===== src/rtl/ctl_pkg.sv =====
// ctl_pkg: shared types and constants for the hardwired control sequencer.
//   - state_e : sequencer states (IDLE while clear is held, F0-F2 fetch,
//               T3-T7 execute, HALT park state)
//   - iclass_e: instruction classes produced by instr_decode
//   - opcode constants, ALU_ADD, and IR field bit positions
// Optional feature macro used by the files importing this package: MULDIV_EN.
package ctl_pkg;

  typedef enum logic [3:0] {
    ST_IDLE = 4'd0,
    ST_F0   = 4'd1,
    ST_F1   = 4'd2,
    ST_F2   = 4'd3,
    ST_T3   = 4'd4,
    ST_T4   = 4'd5,
    ST_T5   = 4'd6,
    ST_T6   = 4'd7,
    ST_T7   = 4'd8,
    ST_HALT = 4'd9
  } state_e;

  typedef enum logic [2:0] {
    CLS_ALU    = 3'd0,
    CLS_LD     = 3'd1,
    CLS_ST     = 3'd2,
    CLS_MULDIV = 3'd3,
    CLS_NOP    = 3'd4,
    CLS_HALT   = 3'd5
  } iclass_e;

  localparam logic [4:0] OP_ALU_MAX = 5'd12;
  localparam logic [4:0] OP_LD      = 5'd13;
  localparam logic [4:0] OP_ST      = 5'd14;
  localparam logic [4:0] OP_MUL     = 5'd15;
  localparam logic [4:0] OP_DIV     = 5'd16;
  localparam logic [4:0] OP_NOP     = 5'd26;
  localparam logic [4:0] OP_HALT    = 5'd27;

  localparam logic [4:0] ALU_ADD    = 5'd3;

  localparam int OPC_MSB = 31;
  localparam int OPC_LSB = 27;
  localparam int RA_MSB  = 26;
  localparam int RA_LSB  = 23;
  localparam int RB_MSB  = 22;
  localparam int RB_LSB  = 19;
  localparam int RC_MSB  = 18;
  localparam int RC_LSB  = 15;
  localparam int C_MSB   = 18;
  localparam int C_LSB   = 0;

endpackage


===== src/rtl/instr_decode.sv =====
// instr_decode: combinational instruction decoder.
// Ports:
//   ir_i      in  32 : current IR contents
//   iclass_o  out 3  : instruction class (ctl_pkg::iclass_e encoding)
//   ra_o/rb_o/rc_o out 4 : register fields
//   op_o      out 5  : raw opcode field
// Macro MULDIV_EN: when undefined, opcodes 15/16 are classified as nop.
module instr_decode
  import ctl_pkg::*;
(
  input  logic [31:0] ir_i,
  output logic [2:0]  iclass_o,
  output logic [3:0]  ra_o,
  output logic [3:0]  rb_o,
  output logic [3:0]  rc_o,
  output logic [4:0]  op_o
);

  logic [4:0] op_s;
  // The constant field C is consumed by the datapath (Cout), not by the sequencer.
  logic       unused_c_bits_s;

  assign op_s = ir_i[OPC_MSB:OPC_LSB];
  assign op_o = op_s;
  assign ra_o = ir_i[RA_MSB:RA_LSB];
  assign rb_o = ir_i[RB_MSB:RB_LSB];
  assign rc_o = ir_i[RC_MSB:RC_LSB];
  assign unused_c_bits_s = ^ir_i[RC_LSB-1:C_LSB];

  // Opcode to instruction class; anything not recognised behaves as nop.
  always_comb begin
    iclass_o = CLS_NOP;
    if (op_s <= OP_ALU_MAX) begin
      iclass_o = CLS_ALU;
    end else begin
      case (op_s)
        OP_LD:   iclass_o = CLS_LD;
        OP_ST:   iclass_o = CLS_ST;
        OP_MUL,
        OP_DIV: begin
`ifdef MULDIV_EN
          iclass_o = CLS_MULDIV;
`else
          iclass_o = CLS_NOP;
`endif
        end
        OP_HALT: iclass_o = CLS_HALT;
        OP_NOP:  iclass_o = CLS_NOP;
        default: iclass_o = CLS_NOP;
      endcase
    end
  end

endmodule


===== src/rtl/control_unit.sv =====
// control_unit: hardwired Moore control sequencer for the 32-bit bus datapath.
// Fetches (F0-F2), decodes IR and steps through T3-T7 driving datapath strobes.
// Ports:
//   clock, clear (async, active-high), ir[31:0]
//   reg_in_en/reg_in_sel[3:0], reg_out_en/reg_out_sel[3:0] : register file selects
//   PCout PCin IncPC MARin MDRin MDRout IRin Yin Zin Zhighout Zlowout HIin LOin
//   Cout, read, write, opcode[4:0] (ALU op), run (low while reset or halted)
// Macro MULDIV_EN: enables the 7-cycle mul/div HI/LO sequence; when undefined
// HIin, LOin and Zhighout are never asserted.
module control_unit
  import ctl_pkg::*;
(
  input  logic        clock,
  input  logic        clear,
  input  logic [31:0] ir,
  output logic        reg_in_en,
  output logic [3:0]  reg_in_sel,
  output logic        reg_out_en,
  output logic [3:0]  reg_out_sel,
  output logic        PCout,
  output logic        PCin,
  output logic        IncPC,
  output logic        MARin,
  output logic        MDRin,
  output logic        MDRout,
  output logic        IRin,
  output logic        Yin,
  output logic        Zin,
  output logic        Zhighout,
  output logic        Zlowout,
  output logic        HIin,
  output logic        LOin,
  output logic        Cout,
  output logic        read,
  output logic        write,
  output logic [4:0]  opcode,
  output logic        run
);

  state_e     state_q;
  state_e     state_d;
  logic [2:0] cls_s;
  logic [3:0] ra_s;
  logic [3:0] rb_s;
  logic [3:0] rc_s;
  logic [4:0] op_s;

  instr_decode u_decode (
    .ir_i     (ir),
    .iclass_o (cls_s),
    .ra_o     (ra_s),
    .rb_o     (rb_s),
    .rc_o     (rc_s),
    .op_o     (op_s)
  );

  // State register; clear parks the sequencer in IDLE so every output drops at once.
  always_ff @(posedge clock or posedge clear) begin
    if (clear) begin
      state_q <= ST_IDLE;
    end else begin
      state_q <= state_d;
    end
  end

  // Next-state sequencing; instruction length is chosen by class at F2, T5 and T6.
  always_comb begin
    state_d = ST_IDLE;
    case (state_q)
      ST_IDLE: state_d = ST_F0;
      ST_F0:   state_d = ST_F1;
      ST_F1:   state_d = ST_F2;
      ST_F2: begin
        case (cls_s)
          CLS_ALU, CLS_LD, CLS_ST, CLS_MULDIV: state_d = ST_T3;
          CLS_HALT: state_d = ST_HALT;
          default:  state_d = ST_F0;
        endcase
      end
      ST_T3:   state_d = ST_T4;
      ST_T4:   state_d = ST_T5;
      ST_T5: begin
        case (cls_s)
          CLS_LD, CLS_ST, CLS_MULDIV: state_d = ST_T6;
          default: state_d = ST_F0;
        endcase
      end
      ST_T6: begin
        case (cls_s)
          CLS_LD, CLS_ST: state_d = ST_T7;
          default: state_d = ST_F0;
        endcase
      end
      ST_T7:   state_d = ST_F0;
      ST_HALT: state_d = ST_HALT;
      default: state_d = ST_IDLE;
    endcase
  end

  // Moore output decode from state and IR class; anything not set stays 0.
  always_comb begin
    reg_in_en   = 1'b0;
    reg_in_sel  = 4'd0;
    reg_out_en  = 1'b0;
    reg_out_sel = 4'd0;
    PCout       = 1'b0;
    PCin        = 1'b0;
    IncPC       = 1'b0;
    MARin       = 1'b0;
    MDRin       = 1'b0;
    MDRout      = 1'b0;
    IRin        = 1'b0;
    Yin         = 1'b0;
    Zin         = 1'b0;
    Zhighout    = 1'b0;
    Zlowout     = 1'b0;
    HIin        = 1'b0;
    LOin        = 1'b0;
    Cout        = 1'b0;
    read        = 1'b0;
    write       = 1'b0;
    opcode      = 5'd0;
    run         = 1'b0;
    case (state_q)
      ST_F0: begin
        run   = 1'b1;
        PCout = 1'b1;
        MARin = 1'b1;
        IncPC = 1'b1;
        Zin   = 1'b1;
      end
      ST_F1: begin
        run     = 1'b1;
        Zlowout = 1'b1;
        PCin    = 1'b1;
        read    = 1'b1;
        MDRin   = 1'b1;
      end
      ST_F2: begin
        run    = 1'b1;
        MDRout = 1'b1;
        IRin   = 1'b1;
      end
      ST_T3: begin
        run         = 1'b1;
        reg_out_en  = 1'b1;
        reg_out_sel = rb_s;
        Yin         = 1'b1;
      end
      ST_T4: begin
        run = 1'b1;
        Zin = 1'b1;
        case (cls_s)
          CLS_ALU, CLS_MULDIV: begin
            reg_out_en  = 1'b1;
            reg_out_sel = rc_s;
            opcode      = op_s;
          end
          CLS_LD, CLS_ST: begin
            Cout   = 1'b1;
            opcode = ALU_ADD;
          end
          default: opcode = 5'd0;
        endcase
      end
      ST_T5: begin
        run     = 1'b1;
        Zlowout = 1'b1;
        case (cls_s)
          CLS_ALU: begin
            reg_in_en  = 1'b1;
            reg_in_sel = ra_s;
          end
          CLS_LD, CLS_ST: MARin = 1'b1;
`ifdef MULDIV_EN
          CLS_MULDIV: LOin = 1'b1;
`else
`endif
          default: MARin = 1'b0;
        endcase
      end
      ST_T6: begin
        run = 1'b1;
        case (cls_s)
          CLS_LD: begin
            read  = 1'b1;
            MDRin = 1'b1;
          end
          CLS_ST: begin
            // read stays 0 so MDR takes the bus (Ra) rather than memory.
            reg_out_en  = 1'b1;
            reg_out_sel = ra_s;
            MDRin       = 1'b1;
          end
`ifdef MULDIV_EN
          CLS_MULDIV: begin
            Zhighout = 1'b1;
            HIin     = 1'b1;
          end
`else
`endif
          default: MDRin = 1'b0;
        endcase
      end
      ST_T7: begin
        run = 1'b1;
        case (cls_s)
          CLS_LD: begin
            MDRout     = 1'b1;
            reg_in_en  = 1'b1;
            reg_in_sel = ra_s;
          end
          CLS_ST:  write = 1'b1;
          default: write = 1'b0;
        endcase
      end
      ST_IDLE: run = 1'b0;
      ST_HALT: run = 1'b0;
      default: run = 1'b0;
    endcase
  end

endmodule


===== config.mk =====
export PLATFORM = sky130hd
export DESIGN_NAME = control_unit
export DESIGN_NICKNAME = d
export VERILOG_FILES = /design/src/rtl/ctl_pkg.sv /design/src/rtl/instr_decode.sv /design/src/rtl/control_unit.sv
export SDC_FILE = /design/constraint.sdc
export NUM_CORES = 1
export LEC_CHECK = 0
export CAP_MARGIN = 20
export CORE_MARGIN = 2
export CORE_UTILIZATION = 27
export CTS_CLUSTER_DIAMETER = 200
export CTS_CLUSTER_SIZE = 24
export DETAILED_ROUTE_END_ITERATION = 6
export PLACE_DENSITY = 0.71
export SYNTH_ARGS = -nofsm -noshare
export SYNTH_HDL_FRONTEND = slang
export SYNTH_SLANG_ARGS = --single-unit

===== constraint.sdc =====
create_clock -name clock -period 3 [get_ports clock]
set_input_delay 0.6 -clock clock [delete_from_list [all_inputs] [get_ports clock]]
set_output_delay 0.6 -clock clock [all_outputs]
set_load 0.05 [all_outputs]

## Word-level counts from Yosys, hierarchy flattened

Index checks and enable logic that the tools add are counted.
Widths: inputs -> output; s select.

| word-level totals | value |
|---|---|
| output and inout port bits | 32 |
| word-level logic and storage cells | 62 |
| register bits | 4 |
| input bits | 34 |

| cells by class | value |
|---|---|
| multiplexer cells | 34 |
| reductions and logical operators | 10 |
| equality and inequality tests | 16 |
| $lt $le $gt $ge | 1 |

Operators by type and width:

| operator | number |
|---|---|
| $pmux 4 s9 | 1 |
| $mux 4 | 5 |
| $eq 4x3->1 const B | 4 |
| $pmux 4 s2 | 2 |
| $mux 1 | 14 |
| $pmux 4 s3 | 1 |
| $eq 5x4->1 const B | 2 |
| $pmux 1 s2 | 5 |
| $pmux 5 s2 | 1 |
| $reduce_or 2->1 | 5 |
| $pmux 3 s3 | 1 |
| $eq 4x2->1 const B | 2 |
| $eq 4x4->1 const B | 2 |
| $reduce_or 8->1 | 1 |
| $eq 3x2->1 const B | 2 |
| $mux 3 | 2 |
| $eq 5x5->1 const B | 1 |
| $le 5x4->1 const B | 1 |
| $mux 5 | 1 |
| $eq 4x1->1 const B | 1 |
| $logic_not 4->1 | 1 |
| $reduce_or 4->1 | 1 |
| $eq 3x1->1 const B | 1 |
| $eq 3x3->1 const B | 1 |
| 3 further kinds | 3 |

## Longest topological paths before layout

| depth | value |
|---|---|
| depth after elaboration | 7 |
| gate-level depth with buffers | 5 |
| gate-level depth less buffers | 3 |

## Cells and area by module

From an unflattened synthesis, not the netlist that was laid out.

| second synthesis, totals | value |
|---|---|
| cell total of the unflattened synthesis | 119 |
| area total of the unflattened synthesis | 922.1 µm² |

Modules (own cells, without submodules):

| module | times used | seq. area each (µm²) | cells an instance | area each (µm²) |
|---|---|---|---|---|
| control_unit | 1 | 100.1 | 95 | 748.2 |
| instr_decode | 1 | 0.0 | 24 | 173.9 |

## Worst setup path before layout

Ideal clock, no wire load.

| timing | value |
|---|---|
| path kind | reg2out |
| from | reg state_q[1] |
| to | out PCout |
| cell stages (with the launch flop) | 5 |
| data arrival time | 2.261 ns |
| data required time | 2.400 ns |
| slack | 0.139 ns |
| buffers on the path | 2 |
| cells stage by stage | dfrtp_1 > buf_2 > nand2b_1 > nor3_1 > buf_4 |

| on the way | value |
|---|---|
| cells in the longest elaborated chain, start to end | 2 |

Ends and longest elaborated chain:

| element | line | RTL |
|---|---|---|
| from (decl) | control_unit.sv:40 | `state_e state_q;` |
| from (signal assigned) | control_unit.sv:62 | `state_q <= state_d;` |
| $eq 4x1->1 | n/a |  |
| $mux 1 | n/a |  |
| to (decl) | control_unit.sv:20 | `output logic PCout,` |

No other way between the ends.

## Worst setup path in the final report

| timing | value |
|---|---|
| from | in ir[31] |
| to | out reg_out_sel[2] |

| on the way | value |
|---|---|
| cells in the longest elaborated chain, start to end | 7 |
| elaborated cells between the ends (all ways) | 13 |
| those cells by class | order compare: 1; eq/ne: 5; mux: 5; reduce/logical: 2 |

Ends and longest elaborated chain:

| element | line | RTL |
|---|---|---|
| from (decl) | control_unit.sv:15 | `input logic [31:0] ir,` |
| $eq 5x5->1 or $eq 5x4->1 (tied branches) | instr_decode.sv:36 | `case (op_s)` |
| $pmux 3 s3 | instr_decode.sv:36 |  |
| $mux 3 * | instr_decode.sv:33 | `if (op_s <= OP_ALU_MAX) begin` |
| $eq 3x2->1 or $logic_not 3->1 (tied branches) | control_unit.sv:153 | `case (cls_s)` |
| $reduce_or 2->1 | control_unit.sv:153 |  |
| $mux 4 | control_unit.sv:153 |  |
| $pmux 4 s3 * | control_unit.sv:124 | `case (state_q)` |
| to (decl) | control_unit.sv:19 | `output logic [3:0] reg_out_sel,` |

Mark *: on every way between the ends. The rest lies on a longest branch, timed or not.

==> metrics.md <==
| Metric | Value |
|---|---|
| Die footprint | `roughly 3300 um2` |
| CORE AREA | `2730 um2` |
| Area growth syn-to-layout | `88.3%` |
| Vias | `916` |
| Core Rows | `19` |
| Share of layout cells above drive strength 1 | `25.0%` |
| CTS Hold Buffers Added | `0` |
| Final antenna-violating net count | `0` |
| Vias per cell | `5.12` |
| Final worst-path cycle share | `96.2%` |
| Overall power | `roughly 1.2 mW` |
| Fillers | `259` |
| CTS Buf Count | `3` |
| Max FFs per register | `4` |
| Peak VDD IR | `0.732 mV` |
| Final nets | `184` |
| Ys Warns | `0` |
| Clock-pin slew on the worst setup and hold paths | `roughly 0.040 ns` |
| IO Pins | `66` |
| RSZ-0062 raised after global routing | `false` |
| Primary FF master, synth | `dfrtp_1` |
| Area of the multi-input gates | `582 um2` |
| Setup TNS Final | `0 ns` |
| Starting Density | `28.1%` |
| First-pass detailed-route iteration total | `4` |
| CP Max Fanout | `10` |
| Commonest non-fill, non-tap cells in the layout | `clkdlybuf4s50_1 (26), buf_12 (19), a21oi_1 (10), nor2_1 (8)` |
| Post-Synthesis Cells | `approximately 110` |
| Asr flop ratio synth | `100%` |
| GRT overflow | `0` |
| Largest regs | `state_q (4)` |
| Seq. cell area | `100 um2` |
| Depth of the CTS H-tree | `1` |
| Final setup fails | `0` |
| Number of global-route vias before repair | `872` |
| Slew margin rel. | `64.1%` |
| Yosys top cell area share | `13.1%` |
| Final Hold Viols | `0` |
| DIE WIDTH | `between 50 and 60 um` |
| Setup crit start kind | `input pin` |
| Number of synthesized register bits | `4` |
| Initial antenna violation count | `0` |
| Pleak | `approximately 0.58 nW` |
| Pre-CTS setup slack | `0.102 ns` |
| Peak Freq | `around 350 MHz` |
| Worst-margin pin slew | `0.539 ns` |
| Global placer's final weighted congestion | `0.786` |
| Largest net degree at the start of global routing | `19` |
| Largest Register | `state_q` |
| Root Buffer Master | `clkbuf_4` |
| Sink Count | `4` |
| Max-Cap Viols | `0` |
| Setup WS post-layout | `roughly 0.11 ns` |
| Synth Cell Area | `767 um2` |
| HP Class | `in2async` |
| Sequential area share after synthesis | `13.1%` |
| Setup Skew | `0.00365 ns` |
| Total Routing Usage GR | `15.3%` |
| Crit Path Category | `in2out` |
| Antenna cells | `0` |
| Synth area leaders | `dfrtp_1 (13%), a21oi_1 (6.5%), nand2b_1 (5.7%)` |
| CTS tree | `built` |
| Most common cell after layout, fill and taps aside | `clkdlybuf4s50_1` |
| Crit path DAT | `2.29 ns` |
| First-pass GRT wire length | `4.04 mm` |
| Synth cell types | `42` |
| Post-DP HPWL | `slightly below 2 mm` |
| Chip Height | `approximately 57 um` |
| Nature of the critical path endpoint | `primary output` |
| Mapped Avg Cell Area | `between 7 and 8 um2` |
| Number of synthesized flops with an enable pin | `0` |
| Initial drt markers | `25` |
| Largest area contributor in the netlist | `dfrtp_1` |
| Routed WL | `2.41 mm` |
| Worst-skew pair later-pin latency | `0.23 ns` |
| Slew Viols, Final | `0` |
| Status | `finished, final reports clean` |
| Minimum clock period | `2.89 ns` |
| Clk buf depth | `2` |
| Number of port buffers | `46` |
| Pwr/cell area | `861 nW/um2` |
| WL per Instance | `13.5 um` |
| DRC violation count after routing | `0` |
| CP required | `2.40 ns` |
## cell type report
cell class | count | share of cell area (%)
timing repair buffer | 52 | 48.0
multi-input combinational | 87 | 40.3
sequential | 4 | 6.93
tap | 31 | 2.69
clock buffer | 3 | 1.56
inverter | 2 | 0.520
## worst max-delay path: stages
cell and delay [ns]:
clkdlybuf4s50_1 0.58, and3b_2 0.31, and4b_4 0.23, a221o_1 0.40, buf_12 0.17
## where the power goes
part / leakage [nW] / switching (mW) / internal, mW
sequential: 0.0505 / 0.0683 / 0.0750
combinational: 0.512 / 0.610 / 0.425
clock: 0.0138 / 0.0202 / 0.0446
## cells in the mapped netlist (2+ instances only)
library cell	instances
a21oi_1	10
nor2_1	8
nand2b_1	7
and2_1	6
buf_2	5
buf_4	5
nand2_1	5
nand4_1	5
a221o_1	4
and3b_1	4
dfrtp_1	4
nor3_1	4
a31oi_1	3
and4b_1	2
clkbuf_1	2
inv_1	2
nand3b_1	2
nor3b_1	2
or2_2	2
## metrics by stage
stage / hold slack [ns] / instances / area, um2 / utilization [%]
2_1_floorplan: 0.366 / 108 / 778 / -
3_5_place_dp: 0.714 / 176 / 1420 / 51.9
4_1_cts: 0.551 / 179 / 1440 / 52.8
5_1_grt: 0.563 / 179 / 1440 / 52.8
6_report: 0.549 / 179 / 1440 / 52.8
3_3_place_gp: 0.712 / 176 / 1420 / 51.9
## cells by family after synthesis
family	count (synthesis)	synth area share (%)
AND/OR/NAND/NOR	58	51.4
AO/OA/AOI/OAI	23	20.1
buffers and inverters	17	12.7
flip-flops	4	13.1
XOR/XNOR	2	2.28
other	1	0.489
## final timing paths
path,end,startpoint,slack [ns],depth (start not counted)
max reg2reg,state_q[3]$_DFF_PP0_,state_q[3]$_DFF_PP0_,1.63,3
min in group clock,state_q[3]$_DFF_PP0_,state_q[0]$_DFF_PP0_,0.74,2
min reg2reg,state_q[3]$_DFF_PP0_,state_q[0]$_DFF_PP0_,0.74,2
max,reg_out_sel[2],ir[31],0.11,5
max in group asynchronous,state_q[3]$_DFF_PP0_,clear,2.30,2
min,state_q[0]$_DFF_PP0_,clear,0.55,2
## per-layer routing
| metal | vias to the layer above | global-route usage, % | wire length [um] |
|---|---|---|---|
| met5 | - | 0 | 0 |
| met1 | 410 | 22.3 | 1100 |
| li1 | 467 | - | - |
| met3 | 4 | 2.95 | 143 |
| met2 | 35 | 23.2 | 1150 |
| met4 | 0 | 4.32 | 23 |
## repair_timing
item | 4_1_cts | 5_1_grt
resized for setup | 0 | 1
setup buffers | 0 | 0
setup endpoints to repair | 0 | 5
No activity file was read; power rests on OpenSTA's default activity.
